File: src/rtl/weight_load_ctrl.sv
// Weight load sequencer: streams F*F weights into a PE row array in row-major order.
// Optional running checksum output is enabled by defining WLC_CHECKSUM_EN.
module weight_load_ctrl #(
  parameter int unsigned DATA_WIDTH       = 16,
  parameter int unsigned MAX_FILTER_WIDTH = 11,
  localparam int unsigned LOG_MFW         = $clog2(MAX_FILTER_WIDTH)
) (
  input  logic                  clk,
  input  logic                  reset,
  input  logic                  i_start,
  input  logic                  i_abort,
  input  logic [LOG_MFW:0]      i_filter_width,
  input  logic [DATA_WIDTH-1:0] i_s_weight_data,
  input  logic                  i_s_weight_valid,
  output logic                  o_s_weight_ready,
  output logic [DATA_WIDTH-1:0] o_weight_data,
  output logic                  o_weight_valid,
  output logic [LOG_MFW:0]      o_wr_w_row_ptr,
  output logic [LOG_MFW:0]      o_wr_w_col_ptr,
  output logic                  o_busy,
  output logic                  o_done,
  output logic                  o_cfg_err
`ifdef WLC_CHECKSUM_EN
  ,
  output logic [DATA_WIDTH-1:0] o_checksum
`endif
);

  typedef enum logic [0:0] {StIdle, StLoad} state_e;

  localparam logic [LOG_MFW:0] MaxF = (LOG_MFW + 1)'(MAX_FILTER_WIDTH);
  localparam logic [LOG_MFW:0] One  = (LOG_MFW + 1)'(1);

  state_e                state_q, state_d;
  logic [LOG_MFW:0]      f_q, f_d;
  logic [LOG_MFW:0]      row_q, row_d;
  logic [LOG_MFW:0]      col_q, col_d;
  logic [DATA_WIDTH-1:0] wdata_q, wdata_d;
  logic                  wvalid_q, wvalid_d;
  logic [LOG_MFW:0]      rptr_q, rptr_d;
  logic [LOG_MFW:0]      cptr_q, cptr_d;
  logic                  done_q, done_d;
  logic                  cfg_err_q, cfg_err_d;

  logic [LOG_MFW:0] f_last;
  logic             start_ok;
  logic             start_acc;
  logic             beat;

  assign f_last    = f_q - One;
  assign start_ok  = (i_filter_width != '0) && (i_filter_width <= MaxF);
  assign start_acc = (state_q == StIdle) && i_start && start_ok && !i_abort;
  assign beat      = (state_q == StLoad) && i_s_weight_valid && !i_abort;

  always_comb begin
    state_d   = state_q;
    f_d       = f_q;
    row_d     = row_q;
    col_d     = col_q;
    wdata_d   = wdata_q;
    rptr_d    = rptr_q;
    cptr_d    = cptr_q;
    wvalid_d  = 1'b0;
    done_d    = 1'b0;
    cfg_err_d = 1'b0;

    if (i_abort) begin
      // Abort beats both a start and a same-cycle beat; pointers simply hold.
      state_d = StIdle;
      row_d   = '0;
      col_d   = '0;
    end else begin
      unique case (state_q)
        StIdle: begin
          if (i_start) begin
            if (start_ok) begin
              state_d = StLoad;
              f_d     = i_filter_width;
              row_d   = '0;
              col_d   = '0;
            end else begin
              cfg_err_d = 1'b1;
            end
          end
        end
        StLoad: begin
          if (i_s_weight_valid) begin
            wvalid_d = 1'b1;
            wdata_d  = i_s_weight_data;
            rptr_d   = row_q;
            cptr_d   = col_q;
            if (col_q == f_last) begin
              col_d = '0;
              if (row_q == f_last) begin
                row_d   = '0;
                state_d = StIdle;
                done_d  = 1'b1;
              end else begin
                row_d = row_q + One;
              end
            end else begin
              col_d = col_q + One;
            end
          end
        end
        default: state_d = StIdle;
      endcase
    end
  end

  always_ff @(posedge clk or negedge reset) begin
    if (!reset) begin
      state_q   <= StIdle;
      f_q       <= '0;
      row_q     <= '0;
      col_q     <= '0;
      wdata_q   <= '0;
      wvalid_q  <= 1'b0;
      rptr_q    <= '0;
      cptr_q    <= '0;
      done_q    <= 1'b0;
      cfg_err_q <= 1'b0;
    end else begin
      state_q   <= state_d;
      f_q       <= f_d;
      row_q     <= row_d;
      col_q     <= col_d;
      wdata_q   <= wdata_d;
      wvalid_q  <= wvalid_d;
      rptr_q    <= rptr_d;
      cptr_q    <= cptr_d;
      done_q    <= done_d;
      cfg_err_q <= cfg_err_d;
    end
  end

  assign o_s_weight_ready = (state_q == StLoad);
  assign o_busy           = (state_q == StLoad);
  assign o_weight_data    = wdata_q;
  assign o_weight_valid   = wvalid_q;
  assign o_wr_w_row_ptr   = rptr_q;
  assign o_wr_w_col_ptr   = cptr_q;
  assign o_done           = done_q;
  assign o_cfg_err        = cfg_err_q;

`ifdef WLC_CHECKSUM_EN
  logic [DATA_WIDTH-1:0] sum_q, sum_d;

  always_comb begin
    sum_d = sum_q;
    if (i_abort || start_acc) begin
      sum_d = '0;
    end else if (beat) begin
      sum_d = sum_q + i_s_weight_data;
    end
  end

  always_ff @(posedge clk or negedge reset) begin
    if (!reset) begin
      sum_q <= '0;
    end else begin
      sum_q <= sum_d;
    end
  end

  assign o_checksum = sum_q;
`else
  // Checksum path absent in this build; start_acc and beat only feed it.
  logic unused_sum;
  assign unused_sum = start_acc ^ beat;
`endif

endmodule

File: config.mk
export PLATFORM = sky130hd
export DESIGN_NAME = weight_load_ctrl
export DESIGN_NICKNAME = d
export VERILOG_FILES = /design/src/rtl/weight_load_ctrl.sv
export SDC_FILE = /design/constraint.sdc
export NUM_CORES = 1
export LEC_CHECK = 0
export BUFFER_PORTS_ARGS = -buffer_cell sky130_fd_sc_hd__clkbuf_2
export CORE_ASPECT_RATIO = 1.4
export CORE_MARGIN = 2
export CORE_UTILIZATION = 30
export CTS_CLUSTER_DIAMETER = 200
export DETAILED_ROUTE_END_ITERATION = 7
export SYNTH_ARGS = -nofsm -noshare
export SYNTH_HDL_FRONTEND = slang
export SYNTH_SLANG_ARGS = --single-unit
File: constraint.sdc
create_clock -name clk -period 5.35 [get_ports clk]
set_input_delay 0.535 -clock clk [delete_from_list [all_inputs] [get_ports clk]]
set_output_delay 0.535 -clock clk [all_outputs]
set_load 0.005 [all_outputs]
After elaboration in Yosys (flattened, before gate mapping). Cells that the tools add are included.

Add/subtract/negate cells: 3. $lt $le $gt $ge: 1. Equality and inequality tests: 6. Multiplexer cells: 30. Bitwise logic cells: 2. Reductions and logical operators: 6.

Operator list (number): $mux 5 (9); $pmux 5 s2 (2); $mux 1 (18); $add 5x1->5 const B (2); $eq 5x5->1 (2); $ne 3x3->1 const B (3); $reduce_and 4->1 (2); $reduce_and 3->1 (2); $le 5x4->1 const B (1); $reduce_bool 5->1 (1); $sub 5x1->5 const B (1); $ne 3x2->1 const B (1); $not 1->1 (2); $pmux 1 s2 (1); $logic_and 1x1->1 (1).

Flip-flop bits (word level): 45. Input port bits: 26. Output and inout bits: 31.

Logic depth before layout (Yosys ltp). Gate-level depths: netlist (run 1).

Depth after elaboration: 7. Gate-level depth with buffers: 8. Mapped depth without buffers: 7.

Worst setup path before layout (run 1). Ideal clock, no wire load.

Path kind: reg-to-reg. Start: register f_q[0]. End: register state_q (netlist: o_busy). Library setup time: 0.128 ns. Arrival time: 1.892 ns. Data required time: 5.222 ns. Path slack: 3.330 ns. Cell stages (with the launch flop): 9. Path buffers: 1. Period minus slack after synthesis: 2.020 ns. Cells stage by stage: dfrtp_1 > inv_1 > ha_1 > buf_2 > and4bb_1 > a211oi_2 > o311ai_4 > o41ai_2 > a21oi_1.

Longest elaborated chain between the ends: 7. Elaborated cells on any way between the ends: 8. Those cells by class: 1 x add/sub; 2 x eq/ne; 5 x mux.

RTL lines: from (decl) (line 35) `logic [LOG_MFW:0] f_q, f_d;`; from (signal assigned) (line 114) `f_q <= '0;`; from (signal assigned) (line 125) `f_q <= f_d;`; $sub 5x1->5 (*) (line 50) `assign f_last = f_q - One;`; $eq 5x5->1 (line 94) `if (row_q == f_last) begin`; $mux 1 (line 94); $mux 1 (*) (line 92) `if (col_q == f_last) begin`; $mux 1 (*) (line 87) `if (i_s_weight_valid) begin`; $pmux 1 s2 (*) (line 73) `unique case (state_q)`; $mux 1 (*) (line 67) `if (i_abort) begin`; via state_d (line 34) `state_e state_q, state_d;`; to (signal assigned) (line 113) `state_q <= StIdle;`; to (signal assigned) (line 124) `state_q <= state_d;`; to (decl) (line 34).

Mark *: on every way through the listed nets, which the timed path passes. The rest lies on a longest branch. A chain may end at the register's enable or synchronous reset.

Final worst setup path (run 1).
Start: register f_q[0]. End: register row_q[0].

Longest elaborated chain between the ends: 7. Elaborated cells on any way between the ends: 10. Those cells by class: 1 x add/sub; 3 x eq/ne; 5 x mux; 1 x reduce/logical.

RTL lines: $sub 5x1->5 (*) (line 50); $eq 5x5->1 (line 94); $mux 5 (line 94); $mux 5 (line 92); $mux 5 (line 87); $pmux 5 s2 (line 73); $mux 5 (line 67); to (signal assigned) (line 126) `row_q <= row_d;`; to (decl) (line 36) `logic [LOG_MFW:0] row_q, row_d;`.

Mark *: on every way between the ends. The rest lies on a longest branch, timed or not. The select of a mux whose other input is x is not followed.

==> results of run 1 <==
==> metrics by stage <==
stage | hold slack (ns) | utilization | cells
3_3_place_gp | 0.471 | 0.347 | 355
5_1_grt | 0.438 | 0.359 | 363
6_report | 0.425 | 0.359 | 363
3_5_place_dp | 0.474 | 0.347 | 355
4_1_cts | 0.440 | 0.359 | 363
2_1_floorplan | 0.239 | - | 212
==> worst register-to-register path, cell delays in order, from the launching register on <==
cell      delay [ns]
dfrtp_1         0.47
inv_1           0.07
ha_1            0.33
and4bb_1        0.30
a211oi_2        0.29
a21oi_1         0.16
nor3_1          0.45
mux2i_1         0.14
==> cells in the mapped netlist, types with 2 or more instances <==
| master | count |
|---|---|
| buf_6 | 2 |
| o31ai_1 | 2 |
| o21ai_1 | 4 |
| nor3_2 | 2 |
| o211ai_1 | 5 |
| o311ai_1 | 2 |
| mux2_1 | 6 |
| nor4_1 | 2 |
| a21oi_1 | 4 |
| nor3b_1 | 2 |
| dfrtp_1 | 45 |
| mux2_2 | 14 |
| buf_4 | 4 |
| ha_1 | 3 |
| nor3_1 | 5 |
| a211oi_2 | 2 |
| clkbuf_1 | 2 |
| inv_1 | 7 |
| nor2_1 | 3 |
| xor2_1 | 4 |
| o21ai_0 | 3 |
| nand4_1 | 3 |
| nand2b_1 | 4 |
| buf_2 | 5 |
| nand2_1 | 36 |
| xnor2_1 | 7 |
| nand3_1 | 4 |
| nand3b_1 | 2 |
==> kinds of logic (layout without fill, tap and decap cells) <==
group,count (synthesis),after routing
XOR/XNOR,12,12
AND/OR/NAND/NOR,75,75
buffers and inverters,21,72
AO/OA/AOI/OAI,35,35
multiplexers,21,21
flip-flops,45,45
adder cells (fa/ha/maj),3,3
==> how the worst max path moves through the flow <==
stage | end | slack [ns] | cells past startpoint
global placement | row_q[4]$_DFFE_PN0P_ | 2.83 | 7
CTS | row_q[4]$_DFFE_PN0P_ | 3.01 | 6
global route | row_q[3]$_DFFE_PN0P_ | 2.80 | 6
detailed placement | row_q[4]$_DFFE_PN0P_ | 2.76 | 7
floorplan | o_busy$_DFF_PN0_ | 3.33 | 8
finish | row_q[0]$_DFFE_PN0P_ | 3.00 | 7
==> layer usage <==
layer,vias to the layer above,track usage
met3,6,0.0257
met4,0,0.0443
met1,817,0.139
li1,847,-
met5,-,0
met2,58,0.203
==> registers in the layout, indices dropped and copies added, names as in the netlist <==
name and cells:
o_wr_w_row_ptr 5, o_cfg_err 1, o_done 1, o_wr_w_col_ptr 5, o_busy 1, o_weight_data 16
f_q 5, col_q 5, o_weight_valid 1, row_q 5
==> area by class of cell <==
type	count	area [um^2]	share of cell area
Clock buffer	5	68.8	0.0249
Clock inverter	3	21.3	0.00769
Inverter	8	30.0	0.0109
Multi-Input combinational cell	146	1110	0.403
Sequential cell	45	1130	0.407
Tap cell	100	125	0.0452
Timing Repair Buffer	56	280	0.101
==> power by group <==
group	internal, mW	switching (mW)	leakage (nW)	total (mW)
Combinational	0.116	0.111	0.644	0.227
Clock	0.0927	0.120	0.0445	0.212
Sequential	0.388	0.0361	0.591	0.424
==> run metrics, run 1 <==
synthesized netlist cell count 212; height of the die 109 um; leakage power 1.28 nW; syn_area_per_cell 11.1 um^2; Crit path largest cell delay 0.47 ns; Worst Tran Pin Value 1.10 ns; Setup Viol. Count Final 0; number of antenna-violating nets in the routed design 0; portion of the post-synthesis area used by sequential elements 0.478; worst r2r path cells 7; required time of the critical path 5.51 ns; worst-case setup slack after placement 2.76 ns; violation count after the first detailed-route iteration 69; final clock period utilization by the worst path 0.439; number of top-level pins 57; placed wire-length estimate 3670 um; Met3 Wirelength 275 um; simple-gate share of the synthesized area 0.172; worst path arrival time 2.51 ns; total negative slack 0 ns; unrepaired setup endpoints after global routing false; largest delay contributor family on the critical path simple AND/OR/NAND/NOR gates; count of fill cells added during filler insertion 793; overall overflow remaining after global route 0; Post-Synthesis Net Count 241; register-to-register setup slack 3.00 ns; fin area 0.00277 mm^2; vias in the first global route 1604; per-cell routed wire length 13.4 um; antenna diode count 0; GRT Util Overall 0.116; DRC violations left 0; clock tree from TritonCTS built; number of synthesized flops with an enable pin 0; adder and majority cell fraction of the synthesized area 0.0159; # rows 38; Initial Utilization 0.306; Reg2Reg Launch Point f_q[0]$_DFFE_PN0P_; DR WL met2 2360 um; post-route met1 wirelength 2140 um; number of detailed-routing iterations run before antenna repair 4; # Post-CTS Setup Buffers 0; fraction of final layout cells sized beyond drive strength 1 0.361; net count of the finished layout 291; number of unique standard cell types used by synthesis 56; placed instance area 0.00268 mm^2; highest metal layer with signal wires met4; maximum fanout along the worst path 9; number of instances resized during post-cts repair 0; post-synthesis compound-gate area fraction 0.138; core footprint 0.00770 mm^2; routability congestion estimate from global placement 0.857; Achievable Freq 426 MHz; post-synthesis instance area 0.00236 mm^2; endpoint of the lowest-slack register-to-register path row_q[0]$_DFFE_PN0P_; share of flip-flops with an asynchronous set or reset after synthesis 1.00; power consumption 863 uW; Area Overhead vs Synth 17.4%; Skew-Pair Late Insertion Delay 0.30 ns; cell taking the most area after synthesis dfrtp_1; total clock buffers created by CTS 5; VDD IR-drop max 0.102 mV; largest cells by area after synthesis dfrtp_1 48%, mux2_2 6.7%, nand2_1 5.7%; multiplexer share of the synthesized area 0.0998; result of the run complete, no violations; Worst Setup End Kind flip-flop; number of vias in the routed layout 1728; number of max-slew violations in the final report 0; initial antenna violation count 0; max-cap violation count 0; worst clock skew 0.00935 ns; crit path from f_q[0]$_DFFE_PN0P_; main flop type after synthesis dfrtp_1; hold crit path type in2async; number of storage elements in the synthesis netlist 45; final wirelength 4850 um; via-per-instance ratio 4.76; final worst slack 3.00 ns; xor/xnor share of the synthesized area 0.0478; PwrDens 312 mW/mm^2; fraction of post-synthesis cell area in the top cell type by area 0.478; ordered cell list for the critical path inv_1 -> ha_1 -> and4bb_1 -> a211oi_2 -> a21oi_1 -> nor3_1 -> mux2i_1; Tmin final 2.35 ns; number of buffers added on ports 56; Crit-path slowest cell dfrtp_1; combinational family with the most area after synthesis simple AND/OR/NAND/NOR gates; die area 0.00859 mm^2; most frequent cells in the layout 56 x clkbuf_2, 45 x dfrtp_1, 36 x nand2_1; most common library cell in the layout ignoring fill and taps clkbuf_2; Final Hold Violating Endpoints 0; register clock-pin slew on the reported worst setup and hold paths 0.09 ns; H-tree Lvls 2; chip width 78.9 um; Buffers & Inverters on Critical Path 1; Setup Crit Path Kind reg2reg; number of clock sinks 45; pin count of the biggest net entering global routing 46; global-route wire length before repair 7710 um; hold buffer count at cts 0; Yosys warning total 0; Max-slew headroom 0.265; Clock Tree Buf Depth 2; startpoint types flip-flop; Root Buffer clkbuf_8
Power figures use the tool's default switching activity.
==> inputs of run 2 (changes only) <==
Settings changed: ABC_AREA set to 1.
Clock period 5.35 ns to 2.3 ns, I/O delays scaled along.
==> run metrics, run 2 <==
hold buffer count at cts 0 (unchanged); Worst Tran Pin Value 0.553 ns (-0.549 ns); Yosys warning total 0 (unchanged); P_int 1.41 mW (+140%); number of max-slew violations in the final report 0 (unchanged); Largest register FFs 16 (unchanged); Area Overhead vs Synth 22.2%; required time of the critical path 2.49 ns (-3.02 ns); Root Buffer clkbuf_8; via-per-instance ratio 4.37 (-8.1%); overall overflow remaining after global route 0 (unchanged); number of antenna-violating nets in the routed design 0 (unchanged); main flop type after synthesis dfrtp_1; post-synthesis instance area 0.00223 mm^2 (-5.5%); fraction of power consumed by sequential logic 0.472 (-0.019); top cells by instance count after synthesis 115 x nand2_1, 45 x dfrtp_1, 22 x inv_1; result of the run complete, but fails checks; initial antenna violation count 0 (unchanged); fraction of final layout cells sized beyond drive strength 1 0.263 (-0.0979); switching part of the total 0.306 (-0.00279); fraction of post-synthesis cell area in the top cell type by area 0.506 (+0.0279); height of the die 106 um (-2.7%); post-synthesis compound-gate area fraction 0.0579 (-0.0796); DRC violations left 0 (unchanged); unrepaired setup endpoints after global routing false; Clock Tree Buf Depth 2 (unchanged); total negative slack 0 ns (unchanged); VDD IR-drop max 0.357 mV (+250%); startpoint types flip-flop; Setup Crit Path Kind reg2reg; pin count of the biggest net entering global routing 46 (unchanged); xor/xnor share of the synthesized area 0.0157 (-0.0321); cell with the most instances after synthesis nand2_1; share of flip-flops with an asynchronous set or reset after synthesis 1.00 (unchanged); number of vias in the routed layout 1902 (+10%); syn_area_per_cell 8.01 um^2 (-28%); placed wire-length estimate 3700 um (+1.0%); dominant cell type by count on the critical path nand2_1; NetSw 621 uW (+130%); Tmin final 1.81 ns (-0.537 ns); die area 0.00813 mm^2 (-5.3%); Initial Utilization 0.306 (+0.000368); H-tree Lvls 2 (unchanged); worst clock skew 0.00625 ns (-0.00309 ns); Skew-Pair Late Insertion Delay 0.30 ns (about the same); fin area 0.00272 mm^2 (-1.7%); # Post-CTS Setup Buffers 0 (unchanged); placed instance area 0.00262 mm^2 (-2.2%); violations in the final reports negative hold slack; ordered cell list for the critical path inv_2 -> ha_1 -> nand2_1 -> inv_1 -> nor2_1 -> nand2_1 -> nor2_1 -> nand4_1 -> nand2_1 -> nor2_1 -> nand2_1 -> nand2_1; antenna diode count 0 (unchanged); Achievable Freq 552 MHz (+30%); net count of the finished layout 367 (+26%); multiplexer share of the synthesized area 0 (-0.0998); GRT Util Overall 0.124 (+0.00830); share of total power in the clock network 0.286 (+0.040); leakage power 1.44 nW (+13%); maximum fanout along the worst path 7 (-2); clock tree from TritonCTS built; worst path arrival time 2.01 ns (-0.50 ns); most frequent cells in the layout 115 x nand2_1, 56 x clkbuf_2, 45 x dfrtp_1; violation count after the first detailed-route iteration 80 (+16%); per-cell routed wire length 11.2 um (-16%); combinational family with the most area after synthesis simple AND/OR/NAND/NOR gates; synthesized netlist cell count 278 (+31%); number of storage elements in the synthesis netlist 45 (unchanged); chip width 76.8 um (-2.7%); number of clock sinks 45 (unchanged); Post-Synthesis Net Count 307 (+27%); portion of the post-synthesis area used by sequential elements 0.506 (+0.0279); number of top-level pins 57 (unchanged); vias in the first global route 1754 (+9.4%); global-route wire length before repair 8210 um (+6.4%); most common library cell in the layout ignoring fill and taps nand2_1; core footprint 0.00727 mm^2 (-5.6%); simple-gate share of the synthesized area 0.346 (+0.174); cell taking the most area after synthesis dfrtp_1; PwrDens 745 mW/mm^2 (+140%); largest delay contributor family on the critical path simple AND/OR/NAND/NOR gates; final wirelength 4890 um (+0.74%); Buffers & Inverters on Critical Path 2 (+1); final clock period utilization by the worst path 0.788 (+0.349); Placed Instances 428 (+21%); routability congestion estimate from global placement 0.857 (about the same); largest cells by area after synthesis dfrtp_1 51%, nand2_1 19%, nand3_1 4.3%; # rows 37 (-2.6%); Crit path largest cell delay 0.38 ns (-0.09 ns); adder and majority cell fraction of the synthesized area 0.0169 (+0.000931); total clock buffers created by CTS 5 (unchanged); Crit-path slowest cell dfrtp_1; worst-case setup slack after placement 0.501 ns (-2.25 ns); count of fill cells added during filler insertion 777 (-2.0%); number of unique standard cell types used by synthesis 25 (-55%); non-filler instance count after layout 435 (+20%); Setup Viol. Count Final 0 (unchanged); number of detailed-routing iterations run before antenna repair 6 (+2); max-cap violation count 0 (unchanged); Worst Setup End Kind flip-flop; relative contribution of combinational cells to total power 0.242 (-0.021); final worst hold slack -0.00756 ns (-0.432 ns); Final Hold Violating Endpoints 8 (+8); register clock-pin slew on the reported worst setup and hold paths 0.09 ns (about the same); hold crit path type in2async; number of instances resized during post-cts repair 0 (unchanged); number of synthesized flops with an enable pin 0 (unchanged); number of buffers added on ports 56 (unchanged); Max-slew headroom 0.631 (+0.366); final worst slack 0.487 ns (-2.51 ns)
## run 2: cell types whose count changed after synthesis, sizes merged, moves of 6 or more
cell,previous run,this run
xnor2,7,1
nand2,36,121
nor2,3,24
nand3,5,23
o21ai,7,16
mux2,20,0
inv,8,27
buf,11,4
## run 2: worst reg2reg max path, stage by stage (launching register included)
cell and delay (ns):
dfrtp_1 0.38, inv_2 0.08, ha_1 0.34, nand2_1 0.07, inv_1 0.04, nor2_1 0.08
nand2_1 0.06, nor2_1 0.17, nand4_1 0.12, nand2_1 0.20, nor2_1 0.07, nand2_1 0.07
nand2_1 0.05
## run 2: cell families (layout without fill, tap and decap cells)
group | count (synthesis) | count (layout)
and+or+nand+nor | 173 | 173
DFF | 45 | 45
xor gates and xnor gates | 4 | 4
AOI/OAI and AO/OA | 21 | 21
adders and majority gates | 3 | 3
buffers and inverters | 32 | 92
## run 2: worst paths after layout
| path | startpoint | to | slack, ns | cells after the start |
|---|---|---|---|---|
| min in group clk | i_s_weight_data[10] | o_weight_data[10]$_DFFE_PN0P_ | 0.12 | 3 |
| hold / removal | reset | o_weight_data[9]$_DFFE_PN0P_ | -0.008 | 2 |
| max in group asynchronous | reset | f_q[3]$_DFFE_PN0P_ | 1.92 | 2 |
| setup / recovery | f_q[0]$_DFFE_PN0P_ | row_q[3]$_DFFE_PN0P_ | 0.49 | 12 |
| hold reg to reg | o_weight_data[10]$_DFFE_PN0P_ | o_weight_data[10]$_DFFE_PN0P_ | 0.47 | 2 |
| setup reg to reg | f_q[0]$_DFFE_PN0P_ | row_q[3]$_DFFE_PN0P_ | 0.49 | 12 |
## run 2: cell type report
class,count,area [um^2],area share
flip-flops and latches,45,1130,0.414
multi-input cells,201,972,0.357
repair buffers,58,295,0.109
well taps,97,121,0.0446
inverters,27,101,0.0373
clock buffers,5,68.8,0.0253
clock inverters,2,35.0,0.0129
## run 2: through the flow
| step | utilization | power [mW] |
|---|---|---|
| 2_1_floorplan | - | 1.28 |
| 3_3_place_gp | 0.360 | 1.46 |
| 3_5_place_dp | 0.360 | 1.47 |
| 4_1_cts | 0.374 | 2.06 |
| 5_1_grt | 0.374 | 2.17 |
| 6_report | 0.374 | 2.03 |
## run 2: power groups by stage
stage,logic (mW),clock network (mW),registers [mW]
2_1_floorplan,0.310,0,0.975
3_3_place_gp,0.489,0,0.970
3_5_place_dp,0.498,0,0.974
4_1_cts,0.499,0.601,0.958
5_1_grt,0.565,0.626,0.974
6_report,0.491,0.580,0.957
## run 2: per-layer routing
metal	GRT usage	wire length, um
met1	0.158	2160
met2	0.212	2490
met3	0.0195	164
met4	0.0468	80
met5	0	0
==> inputs of run 3 (changes only) <==
Clock period 2.3 ns to 1.45 ns, I/O delays scaled along.
==> run metrics, run 3 (same netlist as run 2, synthesis figures left out) <==
result of the run complete, but fails checks; violations in the final reports negative setup slack; initial antenna violation count 0 (unchanged); final worst slack -0.181 ns (-0.669 ns); Met3 Wirelength 186 um (+13%); Final Hold Violating Endpoints 0 (-8); antenna diode count 0 (unchanged); VDD IR-drop max 0.469 mV (+32%); H-tree Lvls 2 (unchanged); post-route met1 wirelength 2270 um (+5.4%); number of max-slew violations in the final report 0 (unchanged); non-filler instance count after layout 454 (+4.4%); DRC violations left 0 (unchanged); number of top-level pins 57 (unchanged); highest metal layer with signal wires met4; number of antenna-violating nets in the routed design 0 (unchanged); count of fill cells added during filler insertion 777 (unchanged); Setup Crit Path Kind reg2reg; global-route wire length before repair 9230 um (+12%); Buffers & Inverters on Critical Path 2 (unchanged); placed wire-length estimate 3940 um (+6.3%); leakage power 1.55 nW (+7.6%); Root Buffer clkbuf_8; most frequent cells in the layout 107 x nand2_1, 56 x clkbuf_2, 45 x dfrtp_1; overall overflow remaining after global route 0 (unchanged); final worst hold slack 0.0449 ns (+0.0525 ns); startpoint types flip-flop; most common library cell in the layout ignoring fill and taps nand2_1; Area Overhead vs Synth 32.7%; Setup Viol. Count Final 11 (+11); register clock-pin slew on the reported worst setup and hold paths 0.08 ns (about the same); die area 0.00813 mm^2 (unchanged); Crit path largest cell delay 0.39 ns (about the same); multi-input logic area 0.00103 mm^2 (+5.5%); worst clock skew 0.00466 ns (-0.00159 ns); height of the die 106 um (unchanged); Tmin final 1.63 ns (-0.181 ns); Max-slew headroom 0.665 (+0.0337); worst-case setup slack after placement -0.246 ns (-0.747 ns); Worst Tran Pin Value 0.502 ns (-0.0506 ns); maximum fanout along the worst path 6 (-1); per-cell routed wire length 11.8 um (+5.0%); pin count of the biggest net entering global routing 37 (-20%); final wirelength 5360 um (+9.6%); number of detailed-routing iterations run before antenna repair 5 (-1); worst path arrival time 1.87 ns (-0.14 ns); Largest register FFs 16 (unchanged); final clock period utilization by the worst path 1.13 (+0.337); fraction of final layout cells sized beyond drive strength 1 0.350 (+0.0868); max-cap violation count 0 (unchanged); GRT Util Overall 0.142 (+0.0179); violation count after the first detailed-route iteration 97 (+21%); clock tree from TritonCTS built; Register Area 0.00113 mm^2 (unchanged); net count of the finished layout 386 (+5.2%); # rows 37 (unchanged); number of buffers added on ports 56 (unchanged); ordered cell list for the critical path inv_2 -> ha_4 -> nand2_1 -> nand3_2 -> nand2_2 -> nor2_4 -> nand4_4 -> a21oi_4 -> buf_12 -> nand2_1 -> nand2_1; Placed Instances 442 (+3.3%); Skew-Pair Late Insertion Delay 0.29 ns (about the same); dominant cell type by count on the critical path nand2_1; unrepaired setup endpoints after global routing true; routability congestion estimate from global placement 0.898 (+4.7%); largest delay contributor family on the critical path simple AND/OR/NAND/NOR gates; Achievable Freq 613 MHz (+11%); vias in the first global route 1991 (+14%); number of clock sinks 45 (unchanged); Worst Setup End Kind flip-flop; via-per-instance ratio 4.35 (-0.56%); core footprint 0.00727 mm^2 (unchanged); chip width 76.8 um (unchanged); total clock buffers created by CTS 5 (unchanged); Post-Route Utilization 0.406 (+0.0322); hold crit path type in2reg; Clock Tree Buf Depth 2 (unchanged); Initial Utilization 0.306 (unchanged); PwrDens 1150 mW/mm^2 (+55%); required time of the critical path 1.69 ns (-0.80 ns); DR WL met2 2690 um (+8.4%); number of vias in the routed layout 1974 (+3.8%); Crit-path slowest cell dfrtp_1
run 3: through the flow:
stage / total power, mW / cell area (um^2) / TNS (ns)
floorplan: 2.08 / 2250 / -0.430
global placement: 2.43 / 2750 / -1.63
detailed placement: 2.45 / 2750 / -2.06
CTS: 3.43 / 2930 / -1.22
global route: 3.64 / 2950 / -3.05
finish: 3.41 / 2950 / -1.52
run 3: path summary, 6_finish.rpt:
path | start | endpoint | slack, ns | cells past startpoint
max in group asynchronous | reset | o_wr_w_row_ptr[0]$_DFFE_PN0P_ | 0.57 | 3
min reg2reg | o_weight_data[15]$_DFFE_PN0P_ | o_weight_data[15]$_DFFE_PN0P_ | 0.47 | 2
max reg2reg | f_q[1]$_DFFE_PN0P_ | row_q[1]$_DFFE_PN0P_ | -0.18 | 11
min | i_s_weight_data[12] | o_weight_data[12]$_DFFE_PN0P_ | 0.04 | 3
min in group asynchronous | reset | o_weight_data[7]$_DFFE_PN0P_ | 0.36 | 2
max | f_q[1]$_DFFE_PN0P_ | row_q[1]$_DFFE_PN0P_ | -0.18 | 11
run 3: area by class of cell:
cell class / instances / area share
Clock buffer: 5 / 0.0233
Clock inverter: 2 / 0.0119
Inverter: 27 / 0.0352
Multi-Input combinational cell: 201 / 0.347
Sequential cell: 45 / 0.381
Tap cell: 97 / 0.0411
Timing Repair Buffer: 77 / 0.160
run 3: worst min-delay path, delay by kind of cell:
kind	cells	cell delay, ns
buffers and inverters	1	0.07
AND/OR/NAND/NOR	2	0.09
run 3: routing by layer:
| layer | up-vias | GRT usage |
|---|---|---|
| met4 | 0 | 0.0701 |
| met2 | 49 | 0.246 |
| met1 | 890 | 0.173 |
| li1 | 1019 | - |
| met3 | 16 | 0.0195 |
| met5 | - | 0 |
run 3: power by group:
part	switching, mW	internal, mW	total, mW
registers	0.101	1.42	1.52
logic	0.549	0.430	0.979
clock network	0.415	0.501	0.916
run 3: timing repair:
action	4_1_cts	5_1_grt
endpoints found under the setup margin	12	38
hold buffers	1	0
setup buffers	4	0
pin swaps	3	1
resized for setup	10	8
endpoints found under the hold margin	17	0
